## src/rtl/dio_spi_master.sv

```systemverilog
// dio_spi_master
// SPI initiator for the IO-controller link. One transaction is a command
// byte followed by `len` payload bytes, all framed by one `ss` low period.
// Bits go out MSB first on sdi and are sampled from sdo one at a time.
//
// Ports:
//   clk, rst_n         system clock, asynchronous active-low reset
//   start, cmd, len    transaction request; cmd/len latched when accepted
//   tx_data/valid      payload byte source; tx_ready pulses on consume
//   rx_data/valid      received byte, one pulse per byte (cmd byte included)
//   busy, done         transaction in flight / one-cycle end pulse
//   ss, sck, sdi, sdo  SPI pins (ss active low, sck idles low)
module dio_spi_master #(
  parameter int CLK_DIV   = 4,
  parameter int SS_GAP    = 8,
  parameter int LEN_WIDTH = 16
) (
  input  logic                 clk,
  input  logic                 rst_n,
  input  logic                 start,
  input  logic [7:0]           cmd,
  input  logic [LEN_WIDTH-1:0] len,
  input  logic [7:0]           tx_data,
  input  logic                 tx_valid,
  output logic                 tx_ready,
  output logic [7:0]           rx_data,
  output logic                 rx_valid,
  output logic                 busy,
  output logic                 done,
  output logic                 ss,
  output logic                 sck,
  output logic                 sdi,
  input  logic                 sdo
);

  localparam int CMAX = (CLK_DIV > SS_GAP) ? CLK_DIV : SS_GAP;
  localparam int CW   = $clog2(CMAX + 1);
  localparam logic [CW-1:0] DIV_LAST = CW'(CLK_DIV - 1);
  localparam logic [CW-1:0] GAP_LAST = CW'(SS_GAP - 1);

  typedef enum logic [2:0] {
    IDLE, SETUP, LOW, HIGH, LOAD, HOLD, GAP
  } state_t;

  state_t               state, state_nxt;
  logic [CW-1:0]        cnt;       // cycle count inside the current phase
  logic [2:0]           bit_cnt;   // bit being sent, 7 down to 0
  logic [LEN_WIDTH-1:0] remain;    // payload bytes still to fetch
  logic [7:0]           tx_sh;     // tx_sh[7] is the bit on sdi
  logic [7:0]           rx_sh;
  logic                 div_end, gap_end, accept;

  assign div_end = (cnt == DIV_LAST);
  assign gap_end = (cnt == GAP_LAST);
  // busy is already low on the last GAP cycle, so a start there is taken.
  assign accept  = start && ((state == IDLE) || (state == GAP && gap_end));

  // State register
  always_ff @(posedge clk or negedge rst_n) begin
    if (!rst_n) state <= IDLE;
    else        state <= state_nxt;
  end

  // Next-state logic
  always_comb begin
    state_nxt = state;
    case (state)
      IDLE:  if (accept) state_nxt = SETUP;
      SETUP: if (div_end) state_nxt = HIGH;
      LOW:   if (div_end) state_nxt = HIGH;
      HIGH:
        if (div_end) begin
          if (bit_cnt != 3'd0)   state_nxt = LOW;
          else if (remain == '0) state_nxt = HOLD;
          else                   state_nxt = LOAD;
        end
      LOAD:  if (tx_valid) state_nxt = LOW;
      HOLD:  if (div_end) state_nxt = GAP;
      GAP:   if (gap_end) state_nxt = accept ? SETUP : IDLE;
      default: state_nxt = IDLE;
    endcase
  end

  // Datapath: phase counter, bit/byte counters, shift registers
  always_ff @(posedge clk or negedge rst_n) begin
    if (!rst_n) begin
      cnt     <= '0;
      bit_cnt <= 3'd7;
      remain  <= '0;
      tx_sh   <= '0;
      rx_sh   <= '0;
      rx_data <= '0;
    end else begin
      // The LOAD cycle that consumes a byte is the first cycle of its low
      // phase, so LOW starts one count in to keep the phase at CLK_DIV.
      if (state_nxt != state)
        cnt <= (state == LOAD) ? CW'(1) : '0;
      else if (state != IDLE && state != LOAD)
        cnt <= cnt + CW'(1);

      if (accept) begin
        bit_cnt <= 3'd7;
        remain  <= len;
        tx_sh   <= cmd;
      end

      if (state == HIGH && div_end) begin
        bit_cnt <= bit_cnt - 3'd1;  // wraps 0 -> 7 at the byte boundary
        // After bit 0 the last bit is left on sdi until the next load.
        if (bit_cnt != 3'd0) tx_sh <= {tx_sh[6:0], 1'b0};
      end

      if (state == LOAD && tx_valid) begin
        remain <= remain - LEN_WIDTH'(1);
        tx_sh  <= tx_data;
      end

      if (state == HIGH && cnt == '0) begin
        rx_sh <= {rx_sh[6:0], sdo};
        if (bit_cnt == 3'd0) rx_data <= {rx_sh[6:0], sdo};
      end
    end
  end

  // Output logic
  always_comb begin
    ss       = 1'b1;
    sck      = 1'b0;
    sdi      = 1'b0;
    busy     = 1'b0;
    done     = 1'b0;
    tx_ready = 1'b0;
    rx_valid = 1'b0;
    case (state)
      SETUP, LOW, HOLD: begin
        ss   = 1'b0;
        sdi  = tx_sh[7];
        busy = 1'b1;
      end
      HIGH: begin
        ss       = 1'b0;
        sck      = 1'b1;
        sdi      = tx_sh[7];
        busy     = 1'b1;
        rx_valid = div_end && (bit_cnt == 3'd0);
      end
      LOAD: begin
        // The new MSB must appear in the consume cycle so sdi gets a full
        // CLK_DIV setup before the next rising edge.
        ss       = 1'b0;
        busy     = 1'b1;
        tx_ready = tx_valid;
        sdi      = tx_valid ? tx_data[7] : tx_sh[7];
      end
      GAP: begin
        busy = !gap_end;
        done = gap_end;
      end
      default: ;
    endcase
  end

endmodule

```

## config.mk

```make
export PLATFORM = sky130hd
export DESIGN_NAME = dio_spi_master
export DESIGN_NICKNAME = d
export VERILOG_FILES = /design/src/rtl/dio_spi_master.sv
export SDC_FILE = /design/constraint.sdc
export NUM_CORES = 1
export LEC_CHECK = 0
export ABC_CLOCK_PERIOD_IN_PS = 2100
export CORE_UTILIZATION = 40
export DETAILED_ROUTE_END_ITERATION = 10
export DONT_BUFFER_PORTS = 1
export SLEW_MARGIN = 15
export SYNTH_ARGS = -nofsm -noshare
export SYNTH_HDL_FRONTEND = slang
export SYNTH_SLANG_ARGS = --single-unit
```

## constraint.sdc

```tcl
create_clock -name clk -period 2.1 [get_ports clk]
set_clock_uncertainty 0.1 [all_clocks]
set_input_delay 0.21 -clock clk [delete_from_list [all_inputs] [get_ports clk]]
set_output_delay 0.21 -clock clk [all_outputs]
set_load 0.02 [all_outputs]
```

==> metrics.md <==
| Metric | Value |
|---|---|
| Status | finished, violations left |
| Failing checks | design-rule violations |
| Total track usage | 0.186 |
| Yosys cell types | 59 |
| Sw Ratio | 0.240 |
| Starting density of the core | 0.420 |
| Reg power frac | 0.588 |
| Mux contribution to synthesized area | 0.0959 |
| Fin. Hold Viols | 0 |
| Combinational share of power | 0.045 |
| Asr flop ratio synth | 1.00 |
| FF-to-FF setup slack | 0.01 ns |
| Hold WC Path Type | in2reg |
| TritonCTS Buffers | 5 |
| Crit path launch | remain[10] |
| Fin area | 0.00334 mm² |
| Adder-cell area share of the yosys netlist | 0.0231 |
| Power per cell area | 494 mW/mm² |
| Die X | 84.4 µm |
| Grt met3 use | 0.0423 |
| Met2 usage | 0.294 |
| Post-Place Cell Area | 0.00296 mm² |
| Yosys reg bits | 49 |
| Worst Tran Pin Value | 0.414 ns |
| Clock root cell | clkbuf_8 |
| Sequential fraction of the synthesis area | 0.453 |
| Most common cell in the synthesized netlist | dfrtp_1 |
| Area grow syn2layout | 23.0% |
| Grt met1 use | 0.255 |
| # rows | 29 |
| RePlAce Congestion | 0.855 |
| Die H | 84.4 µm |
| Share of layout cells above drive strength 1 | 0.249 |
| CTS H-tree depth | 2 |
| Slowest cell on crit path | or4_4 |
| Via-per-instance ratio | 5.59 |
| N_diodes | 0 |
| DRT Pass-1 Iters | 7 |
| Clock power frac | 0.366 |
| Maximum clock insertion buffer count | 2 |
| CP endpoint | cnt[1] |
| Routed wire length | 6210 µm |
| Routed len/inst | 15.6 µm |
| I/O Buffers | 0 |
| Required time worst endpoint | 2.19 ns |
| First-pass GRT wire length | 10500 µm |
| YS warnings | 0 |
| Worst EP arrival | 2.18 ns |
| Crit path cell chain | or4_4, or3_4, o31ai_4, a32oi_2, a2111oi_2 |
| DRC Markers | 2 |
| CTS tree | done |
| Leak pwr | 1.46 nW |
| Post-synth design cell area | 0.00271 mm² |
| Clk pin slew, worst setup/hold paths | 0.10 ns |
| Max-slew violations | 0 |
| Maximum vdd drop | 348 µV |
| Hpwl dp | 4420 µm |
| NumNets Final | 362 |
| Number of synthesized flops with an enable pin | 0 |
| Critical path class | reg2reg |
| RR Endpoint | cnt[1] |
| Non-Filler Instances | 398 |
| Post-route ant nets | 0 |
| Max-cap violation count | 0 |
| Worst setup EP type | flip-flop |
| Cell taking the most area after synthesis | dfrtp_1 |
| Worst R2R Start | remain[10] |
| Setup crit start kind | flip-flop |
| Slew HR | 0.717 |
| Vias in the first global route | 2188 |
| Period minus WS final | 2.09 ns |
| Net Count, Synth | 313 |
| Net switching power | 0.396 mW |
| Crit-path max cell delay | 0.52 ns |
| GRT Residual Overflow | 0 |
| Avg Inst Size Synth | 10.0 µm² |
| Skew-Pair Late Insertion Delay | 0.31 ns |
| Max frequency | 0.478 GHz |
| DR vias | 2225 |
| Main synth FF type | dfrtp_1 |
| Initial antenna violation count | 0 |
| Final worst-path cycle share | 0.995 |
| # setup viols final | 0 |
| Largest family of logic cells by synthesized area | simple AND/OR/NAND/NOR gates |
| Core area | 0.00646 mm² |
| Gr busiest metal | met2 |
| Synth top area share | 0.424 |
| Xor/xnor cell area share of the yosys netlist | 0.00968 |
| Gate count after technology mapping | 271 |
| Ports | 52 |
| Worst Reg-to-Reg Cells | 5 |
| Internal power consumption | 1.25 mW |
| Iteration-0 DRC Markers | 96 |
| Die area | 0.00712 mm² |
| Clk sink count | 49 |
| Critical path peak fanout | 4 |
| Largest net degree at the start of global routing | 50 |
| Dpl cells | 365 |
| Synth Area in Simple Gates | 0.196 |
| Post-synth top cells | 46 x dfrtp_1, 24 x nor2_1, 23 x nand2_1 |
| Hold WS | 0.0113 ns |
| Synth Area in Compound Gates | 0.169 |
| Top post-synthesis cells by area | dfrtp_1 42%, mux2_2 6.6%, a21oi_1 3.3%, nor3_1 3.3%, nor2_1 3.3% |
| RSZ-0062 raised after global routing | yes |
cells by family (layout without fill, tap and decap cells):
| kind of cell | count (synthesis) | in the layout |
|---|---|---|
| AND/OR/NAND/NOR | 104 | 104 |
| AO/OA/AOI/OAI | 63 | 63 |
| flip-flops | 49 | 49 |
| multiplexers | 24 | 24 |
| buffers and inverters | 23 | 73 |
| adder cells (fa/ha/maj) | 5 | 5 |
| XOR/XNOR | 3 | 3 |
through the flow:
step                setup TNS, ns   util  power, mW  setup WS (ns)
global route               -0.151  0.517       1.72        -0.0535
global placement                0  0.459       1.00         0.0388
detailed placement        -0.0929  0.459       1.00        -0.0634
finish                          0  0.517       1.65        0.00978
floorplan                       0      -       1.00         0.0118
CTS                       -0.0124  0.515       1.68        -0.0124
placed cells by master, fill, tap and decap left out, types with 6 or more instances in the layout:
| cell | netlist | final |
|---|---|---|
| nor3_1 | 18 | 18 |
| a211oi_1 | 6 | 6 |
| dlygate4sd3_1 | 0 | 24 |
| mux2_2 | 16 | 16 |
| nand3_1 | 13 | 13 |
| nor2_1 | 24 | 24 |
| inv_1 | 7 | 7 |
| buf_4 | 0 | 30 |
| a21oi_1 | 18 | 17 |
| dfrtp_1 | 46 | 46 |
| nand2_1 | 23 | 23 |
| mux2i_1 | 8 | 8 |
| o21ai_0 | 6 | 6 |
| o22ai_1 | 9 | 9 |
routing by layer:
| metal | vias to the layer above | part of all wire |
|---|---|---|
| li1 | 1094 | - |
| met1 | 1056 | 0.48 |
| met2 | 66 | 0.44 |
| met3 | 9 | 0.062 |
| met4 | 0 | 0.017 |
| met5 | - | 0 |
worst min path at each step:
| stage | start | endpoint | slack, ns | depth (start not counted) |
|---|---|---|---|---|
| finish | start | state[0] | 0.01 | 2 |
| global route | cmd[2] | tx_sh[2] | 0.008 | 2 |
| CTS | tx_data[7] | tx_sh[7] | 0.0001 | 2 |
| detailed placement | rst_n | remain[6] | -0.18 | 0 |
| global placement | rst_n | remain[6] | -0.18 | 0 |
| floorplan | rst_n | cnt[0] | -0.19 | 0 |
state kept, by name (all words and copies together) (netlist names):
register,count
bit_cnt,3
cnt,4
remain,16
rx_data,8
rx_sh,7
state,3
tx_sh,8
final cells by class:
| class | count | area, µm² |
|---|---|---|
| clock buffer | 5 | 68.8 |
| inverter | 8 | 30.0 |
| sequential | 49 | 1230 |
| timing repair buffer | 57 | 533 |
| multi-input combinational | 199 | 1350 |
| clock inverter | 3 | 28.8 |
| tap | 77 | 96.3 |
| fill | 607 | 3120 |
power by group through the flow:
| stage | clock network [mW] | logic, mW | registers, mW |
|---|---|---|---|
| after floorplan | 0 | 0.0134 | 0.986 |
| after global placement | 0 | 0.0139 | 0.988 |
| after detailed placement | 0 | 0.0145 | 0.989 |
| after CTS | 0.630 | 0.0767 | 0.970 |
| after global routing | 0.665 | 0.0829 | 0.972 |
| final | 0.604 | 0.0749 | 0.970 |
critical path: cells and delay by family, from the launching register on:
kind,cells,cell delay [ns]
compound gates,3,0.58
flops,1,0.41
simple gates,2,0.88
repair_timing:
item                                    4_1_cts  5_1_grt
endpoints found under the setup margin        2       12
pin swaps                                     3        0
cloned                                        0        0
hold buffers                                 25        0
resized for setup                             0        4
hold endpoints to repair                     71        0
buffers inserted                              0        0
Note: power is estimated with default switching activity, not from simulation.
